### config.mk
export PLATFORM = sky130hd
export DESIGN_NAME = seg_scan_ctrl_flat
export DESIGN_NICKNAME = d
export VERILOG_FILES = /design/src/rtl/seg_scan_if.sv /design/src/rtl/seg_scan_ctrl.sv /design/src/flat_wrapper.sv
export SDC_FILE = /design/constraint.sdc
export NUM_CORES = 1
export LEC_CHECK = 0
export CORE_MARGIN = 8
export CORE_UTILIZATION = 30
export DETAILED_ROUTE_END_ITERATION = 10
export PLACE_DENSITY = 0.51
export SLEW_MARGIN = 20
export SYNTH_ARGS = -nofsm -noshare
export SYNTH_HDL_FRONTEND = slang
export SYNTH_SLANG_ARGS = --single-unit
### constraint.sdc
create_clock -name clk -period 6.55 [get_ports clk]
set_input_delay 1.31 -clock clk [delete_from_list [all_inputs] [get_ports clk]]
set_output_delay 1.31 -clock clk [all_outputs]
set_load 0.03 [all_outputs]
### src/rtl/seg_scan_if.sv
// Display-update write port of seg_scan_ctrl: valid/ready handshake plus the
// digit fields that are latched on a transfer.
interface seg_scan_if;
    logic        wr_valid;
    logic        wr_ready;
    logic [15:0] wr_data;
    logic [3:0]  wr_dp;
    logic [3:0]  wr_blank;
    logic [3:0]  wr_blink;
    logic [2:0]  wr_bright;

    modport master (
        output wr_valid, wr_data, wr_dp, wr_blank, wr_blink, wr_bright,
        input  wr_ready
    );

    modport slave (
        input  wr_valid, wr_data, wr_dp, wr_blank, wr_blink, wr_bright,
        output wr_ready
    );
endinterface

### src/rtl/seg_scan_ctrl.sv
// Scan controller for a 4-digit multiplexed 7-segment display: frame-synchronous
// update commit, per-slot anti-ghosting blank, brightness PWM and per-digit blink.
module seg_scan_ctrl #(
    parameter int unsigned SCAN_DIV     = 1200,
    parameter int unsigned BLANK_CYC    = 64,
    parameter int unsigned BLINK_FRAMES = 64
) (
    input  logic       clk,
    input  logic       rst,
    seg_scan_if.slave  wr,
    output logic [7:0] seg,
    output logic [3:0] seg_dig,
    output logic       frame_done
);

    localparam int unsigned CNT_W   = (SCAN_DIV > 1) ? $clog2(SCAN_DIV) : 1;
    localparam int unsigned FC_W    = (BLINK_FRAMES > 1) ? $clog2(BLINK_FRAMES) : 1;
    localparam int unsigned ON_W    = $clog2(SCAN_DIV + 1) + 1;
    localparam int unsigned ON_STEP = (SCAN_DIV - BLANK_CYC) / 8;

    typedef struct packed {
        logic [15:0] data;
        logic [3:0]  dp;
        logic [3:0]  blank;
        logic [3:0]  blink;
        logic [2:0]  bright;
    } disp_t;

    typedef enum logic [1:0] {PH_BLANK, PH_ON, PH_OFF} phase_t;

    localparam disp_t DISP_RST = '{data: 16'h0, dp: 4'h0, blank: 4'hF, blink: 4'h0, bright: 3'd7};

    logic [CNT_W-1:0] r_cnt;
    logic [1:0]       r_dig;
    logic [FC_W-1:0]  r_fc;
    logic             r_blink_ph;
    logic             r_pend;
    disp_t            r_buf;
    disp_t            r_disp;
    phase_t           r_phase;
    logic [7:0]       r_seg;
    logic [3:0]       r_seg_dig;
    logic             r_fd;

    logic             w_wrap;
    logic             w_boundary;
    logic             w_xfer;
    logic [CNT_W-1:0] w_cnt_nxt;
    logic [1:0]       w_dig_nxt;
    disp_t            w_disp_nxt;
    phase_t           w_phase_nxt;
    logic [ON_W-1:0]  w_on_end;
    logic [3:0]       w_nib;
    logic             w_sup;
    logic [7:0]       w_seg_nxt;
    logic [3:0]       w_seg_dig_nxt;

    function automatic logic [6:0] hex7(input logic [3:0] n);
        case (n)
            4'h0:    hex7 = 7'h40;
            4'h1:    hex7 = 7'h79;
            4'h2:    hex7 = 7'h24;
            4'h3:    hex7 = 7'h30;
            4'h4:    hex7 = 7'h19;
            4'h5:    hex7 = 7'h12;
            4'h6:    hex7 = 7'h02;
            4'h7:    hex7 = 7'h78;
            4'h8:    hex7 = 7'h00;
            4'h9:    hex7 = 7'h10;
            4'hA:    hex7 = 7'h08;
            4'hB:    hex7 = 7'h03;
            4'hC:    hex7 = 7'h46;
            4'hD:    hex7 = 7'h21;
            4'hE:    hex7 = 7'h06;
            default: hex7 = 7'h0E;
        endcase
    endfunction

    assign w_wrap     = (r_cnt == CNT_W'(SCAN_DIV - 1));
    assign w_boundary = w_wrap && (r_dig == 2'd3);
    assign w_xfer     = wr.wr_valid && !r_pend;

    assign wr.wr_ready = ~r_pend;
    assign seg         = r_seg;
    assign seg_dig     = r_seg_dig;
    assign frame_done  = r_fd;

    // Next slot position, phase of that position, and the outputs for the current one.
    always_comb begin
        w_cnt_nxt     = r_cnt + CNT_W'(1);
        w_dig_nxt     = r_dig;
        w_disp_nxt    = r_disp;
        w_phase_nxt   = PH_OFF;
        w_on_end      = '0;
        w_nib         = '0;
        w_sup         = 1'b0;
        w_seg_nxt     = 8'hFF;
        w_seg_dig_nxt = 4'hF;

        if (w_wrap) begin
            w_cnt_nxt = '0;
            w_dig_nxt = r_dig + 2'd1;
        end
        if (w_boundary && r_pend) begin
            w_disp_nxt = r_buf;
        end

        // Phase uses the brightness that will be live when the next cycle is displayed.
        w_on_end = ON_W'(BLANK_CYC) + (ON_W'(w_disp_nxt.bright) + ON_W'(1)) * ON_W'(ON_STEP);
        if (ON_W'(w_cnt_nxt) < ON_W'(BLANK_CYC)) begin
            w_phase_nxt = PH_BLANK;
        end else if (ON_W'(w_cnt_nxt) < w_on_end) begin
            w_phase_nxt = PH_ON;
        end

        w_nib = r_disp.data[{r_dig, 2'b00} +: 4];
        w_sup = r_disp.blank[r_dig] | (r_disp.blink[r_dig] & ~r_blink_ph);
        if ((r_phase == PH_ON) && !w_sup) begin
            w_seg_dig_nxt = ~(4'b0001 << r_dig);
            w_seg_nxt     = {~r_disp.dp[r_dig], hex7(w_nib)};
        end
    end

    always_ff @(posedge clk or posedge rst) begin
        if (rst) begin
            r_cnt      <= '0;
            r_dig      <= 2'd0;
            r_fc       <= '0;
            r_blink_ph <= 1'b1;
            r_pend     <= 1'b0;
            r_buf      <= '0;
            r_disp     <= DISP_RST;
            r_phase    <= PH_BLANK;
            r_seg      <= 8'hFF;
            r_seg_dig  <= 4'hF;
            r_fd       <= 1'b0;
        end else begin
            r_cnt     <= w_cnt_nxt;
            r_dig     <= w_dig_nxt;
            r_phase   <= w_phase_nxt;
            r_disp    <= w_disp_nxt;
            r_seg     <= w_seg_nxt;
            r_seg_dig <= w_seg_dig_nxt;
            r_fd      <= w_boundary;

            if (w_boundary) begin
                if (r_fc == FC_W'(BLINK_FRAMES - 1)) begin
                    r_fc       <= '0;
                    r_blink_ph <= ~r_blink_ph;
                end else begin
                    r_fc <= r_fc + FC_W'(1);
                end
            end

            // A write landing on a boundary with nothing pending waits a full frame.
            if (w_boundary && r_pend) begin
                r_pend <= 1'b0;
            end else if (w_xfer) begin
                r_pend <= 1'b1;
                r_buf  <= '{data: wr.wr_data, dp: wr.wr_dp, blank: wr.wr_blank,
                            blink: wr.wr_blink, bright: wr.wr_bright};
            end
        end
    end

endmodule

### src/flat_wrapper.sv
// flat-port wrapper written by rule: the top's interface ports become plain ports
module seg_scan_ctrl_flat 
#(
    parameter int unsigned SCAN_DIV     = 1200,
    parameter int unsigned BLANK_CYC    = 64,
    parameter int unsigned BLINK_FRAMES = 64
)
  (clk, rst, seg, seg_dig, frame_done, wr_wr_valid, wr_wr_data, wr_wr_dp, wr_wr_blank, wr_wr_blink, wr_wr_bright, wr_wr_ready);
  seg_scan_if wr_i ();
  input  logic clk;
  input  logic rst;
  output logic [7:0] seg;
  output logic [3:0] seg_dig;
  output logic frame_done;
  input wire logic [$bits(wr_i.wr_valid)-1:0] wr_wr_valid;
  input wire logic [$bits(wr_i.wr_data)-1:0] wr_wr_data;
  input wire logic [$bits(wr_i.wr_dp)-1:0] wr_wr_dp;
  input wire logic [$bits(wr_i.wr_blank)-1:0] wr_wr_blank;
  input wire logic [$bits(wr_i.wr_blink)-1:0] wr_wr_blink;
  input wire logic [$bits(wr_i.wr_bright)-1:0] wr_wr_bright;
  output wire logic [$bits(wr_i.wr_ready)-1:0] wr_wr_ready;
  assign wr_i.wr_valid = wr_wr_valid;
  assign wr_i.wr_data = wr_wr_data;
  assign wr_i.wr_dp = wr_wr_dp;
  assign wr_i.wr_blank = wr_wr_blank;
  assign wr_i.wr_blink = wr_wr_blink;
  assign wr_i.wr_bright = wr_wr_bright;
  assign wr_wr_ready = wr_i.wr_ready;
  seg_scan_ctrl #(.SCAN_DIV(SCAN_DIV), .BLANK_CYC(BLANK_CYC), .BLINK_FRAMES(BLINK_FRAMES)) u_core (.clk(clk), .rst(rst), .wr(wr_i), .seg(seg), .seg_dig(seg_dig), .frame_done(frame_done));
endmodule
==> results of run 1 <==
==> path summary, 6_finish.rpt <==
kind                                     end  cells after the start              from
min in group asynchronous     u_core.r_fc[5]                      2               rst
max reg2reg                u_core.r_phase[0]                     23   u_core.r_dig[0]
max in group asynchronous   u_core.r_buf[19]                      3               rst
max                        u_core.r_phase[0]                     23   u_core.r_dig[0]
min reg2reg                 u_core.r_disp[7]                      2  u_core.r_disp[7]
min                         u_core.r_disp[7]                      2  u_core.r_disp[7]
==> metal layers <==
metal	track usage (%)	routed length, µm
met1	14.76	5028
met2	14.95	4179
met3	2.147	374
met4	5.201	197
met5	0	0
==> cell usage in the layout, fill, tap and decap left out, types with 3 or more instances in the layout <==
| cell type | n |
|---|---|
| dfstp_2 | 20 |
| dfrtp_1 | 78 |
| nor2b_1 | 5 |
| o31a_1 | 3 |
| ha_1 | 33 |
| nand3_1 | 6 |
| mux4_2 | 5 |
| inv_1 | 16 |
| xnor2_1 | 7 |
| a21o_1 | 4 |
| nand2_1 | 116 |
| nor2_1 | 6 |
| a211oi_1 | 5 |
| o21ai_0 | 15 |
| a21oi_1 | 7 |
| and3_1 | 5 |
| xor2_1 | 6 |
| clkdlybuf4s50_1 | 47 |
| nor3_1 | 4 |
| buf_4 | 3 |
| and4_1 | 3 |
| nand4_1 | 5 |
| o211ai_1 | 5 |
| mux2_2 | 36 |
| clkbuf_16 | 9 |
==> flip-flops by register name (all words and copies together) (netlist names), 2 cells and up <==
register	count
u_core.seg_dig	4
u_core.r_buf	31
u_core.seg	8
u_core.r_fc	6
u_core.r_disp	31
u_core.r_dig	2
u_core.r_cnt	11
u_core.r_phase	2
==> cells in the mapped netlist (5+ instances only) <==
| cell | n | area, µm² |
|---|---|---|
| inv_1 | 17 | 63.81 |
| mux2_2 | 36 | 405.4 |
| clkbuf_1 | 10 | 37.54 |
| nand4_1 | 5 | 31.28 |
| xor2_1 | 6 | 52.55 |
| dfstp_2 | 20 | 525.5 |
| mux4_2 | 5 | 112.6 |
| and3_1 | 5 | 31.28 |
| ha_1 | 33 | 412.9 |
| a21oi_1 | 7 | 35.03 |
| o21ai_0 | 15 | 75.07 |
| a211oi_1 | 5 | 37.54 |
| nor2_1 | 6 | 22.52 |
| xnor2_1 | 7 | 61.31 |
| nand3_1 | 6 | 30.03 |
| o211ai_1 | 5 | 37.54 |
| nand2_1 | 116 | 435.4 |
| nor2b_1 | 6 | 37.54 |
| dfrtp_1 | 78 | 1952 |
==> critical path, stage by stage, from the launching register on <==
cell and delay (ns):
dfrtp_1 0.64, ha_1 0.27, and2_1 0.16, nand4_1 0.16
mux2_2 0.37, ha_1 0.27, xnor2_2 0.24, inv_1 0.15
fa_1 0.53, inv_1 0.04, ha_1 0.28, ha_1 0.29
a31o_2 0.24, a21o_1 0.17, a211oi_1 0.32, and3_1 0.22
o21ai_0 0.07, nor2b_1 0.15, ha_1 0.29, a21o_1 0.16
a21oi_1 0.20, nand3b_1 0.12, o21ai_0 0.18, o31a_1 0.15
==> power groups by stage <==
stage / logic [mW] / clock network [mW] / registers, mW
2_1_floorplan: 0.0824 / 0 / 0.718
3_3_place_gp: 0.110 / 0 / 0.734
3_5_place_dp: 0.114 / 0 / 0.737
4_1_cts: 0.114 / 0.573 / 0.725
5_1_grt: 0.125 / 0.598 / 0.736
6_report: 0.111 / 0.554 / 0.724
==> cell families (layout without fill, tap and decap cells) <==
kind of cell               after synthesis  count (layout)  synth area share, %
buffers and inverters                   33              84                2.638
DFF                                     98              98                51.71
muxes                                   43              43                11.23
and+or+nand+nor                        166             166                15.83
adders and majority gates               35              35                9.454
AOI/OAI and AO/OA                       47              47                6.425
xor gates and xnor gates                14              14                2.716
==> layout make-up <==
class                           count  area (µm²)  share of cell area [%]
Clock buffer                        9       225.2                   3.862
Clock inverter                      7       85.08                   1.459
Inverter                           17       65.06                   1.116
Multi-Input combinational cell    305        2205                   37.80
Sequential cell                    98        2477                   42.48
Tap cell                          216       270.3                   4.634
Timing Repair Buffer               51       504.2                   8.646
==> through the flow <==
stage | instances | hold WS [ns] | util, %
6_report | 703 | 0.4543 | 36.98
5_1_grt | 703 | 0.4804 | 36.98
4_1_cts | 703 | 0.4575 | 36.90
3_5_place_dp | 687 | 0.4467 | 34.93
3_3_place_gp | 687 | 0.4460 | 34.93
2_1_floorplan | 436 | 0.4334 | -
==> results_dict.tcl, run 1 <==
set metrics [dict create \
    outcome "finished clean" \
    avgSynthCellArea_um2 10.99 \
    dieWidth_um 142.4 \
    n_antenna_cell 0 \
    nets 551 \
    grt_pass1_wl_mm 16.77 \
    ctsLongestPathBuffers 2 \
    p_comb_share_pct 8.0 \
    path_clk_slew_ns 0.07 \
    p_int_mw 1.060 \
    setup_viol 0 \
    crit_type "flip-flop to flip-flop" \
    cts-buffers-inserted 9 \
    via_count 3124 \
    slew_violations 0 \
    synth-seq-cells 98 \
    drive_above_1_share_pct 18.89 \
    rows 46 \
    power.total_mw 1.390 \
    cts_tree "done" \
    slew_headroom_pct 51.62 \
    ys_seq_area_share_pct 51.71 \
    nFillCells 1573 \
    placed_area_mm2 0.005509 \
    power.density_mw_per_mm2 238.3 \
    postLayoutCellArea_mm2 0.005832 \
    r2r_slack_ns 0.83 \
    ys.flop_type "dfrtp_1" \
    worst_slew_pin_slew_ns 0.7257 \
    cts.sinks 98 \
    netlist_instances 436 \
    grt_usage_pct 10.50 \
    drt-pass1-iter-count 4 \
    final_antenna_net_count 0 \
    grt_overflow_total 0 \
    required_ns 6.84 \
    drc_errors 0 \
    drv_cap 0 \
    power.leakage_nw 2.657 \
    wl_per_cell_um 13.91 \
    post_drt_via_cell_ratio 4.444 \
    power_frac_clock_pct 39.9 \
    dieArea_mm2 0.02027 \
    yosysWarnings 0 \
    postLayoutSetupSlackWorst_ns 0.8328 \
    core_area_mm2 0.01577 \
    fin_tns_setup_ns 0 \
    fin_skew_ns 0.007533 \
    switching_share_pct 23.71 \
    synth-edff-count 0 \
    clk_latency_ns 0.35 \
    critPathMaxFanout 10 \
    ios 48 \
    grt_pass1_vias 3272 \
    ys_async_sr_fraction_pct 100.0 \
    min_path_type "flip-flop to flip-flop" \
    cts_htree_levels 3 \
    gp_congestion 0.7738 \
    post_cts_resized 0 \
    syn_area_mm2 0.004791 \
    dp_worst_setup_slack_ns 0.8135 \
    port_buffers 47 \
    max-vdd-ir-drop_uv 130.0 \
    grt_antenna_before_repair 0 \
    synthDistinctLibCells 46 \
    finalHoldViolations 0 \
    cp-start-kind "flip-flop" \
    grt_start_max_net_pins 82 \
    min_period_ns 5.717 \
    syn_to_final_growth_pct 21.73 \
    fin_crit_sh_pct 87.29 \
    fmax_ghz 0.1749 \
    power_frac_seq_pct 52.1 \
    syn-num-nets 505 \
    cts_root_buf "clkbuf_16" \
    drt_iter0_markers 138 \
    post_cts_buffers 0 \
    start_util_pct 30.38 \
    crit_path_end_kind "flip-flop" \
    dp.final_hpwl_mm 7.005 \
    cp.arrival_ns 6.00 \
    hold_buffers 0 \
    die_height_um 142.4 \
    power.switching_mw 0.3295 \
    rsz0062_at_grt "no" \
    wirelength_mm 9.780 \
]
Note: power is estimated with default switching activity, not from simulation.
==> run 2: changes to the inputs <==
- SKIP_LAST_GASP: not set -> 1
==> results of run 2 <==
Same layout as run 1: the final DEF is identical, and so are final timing and power.
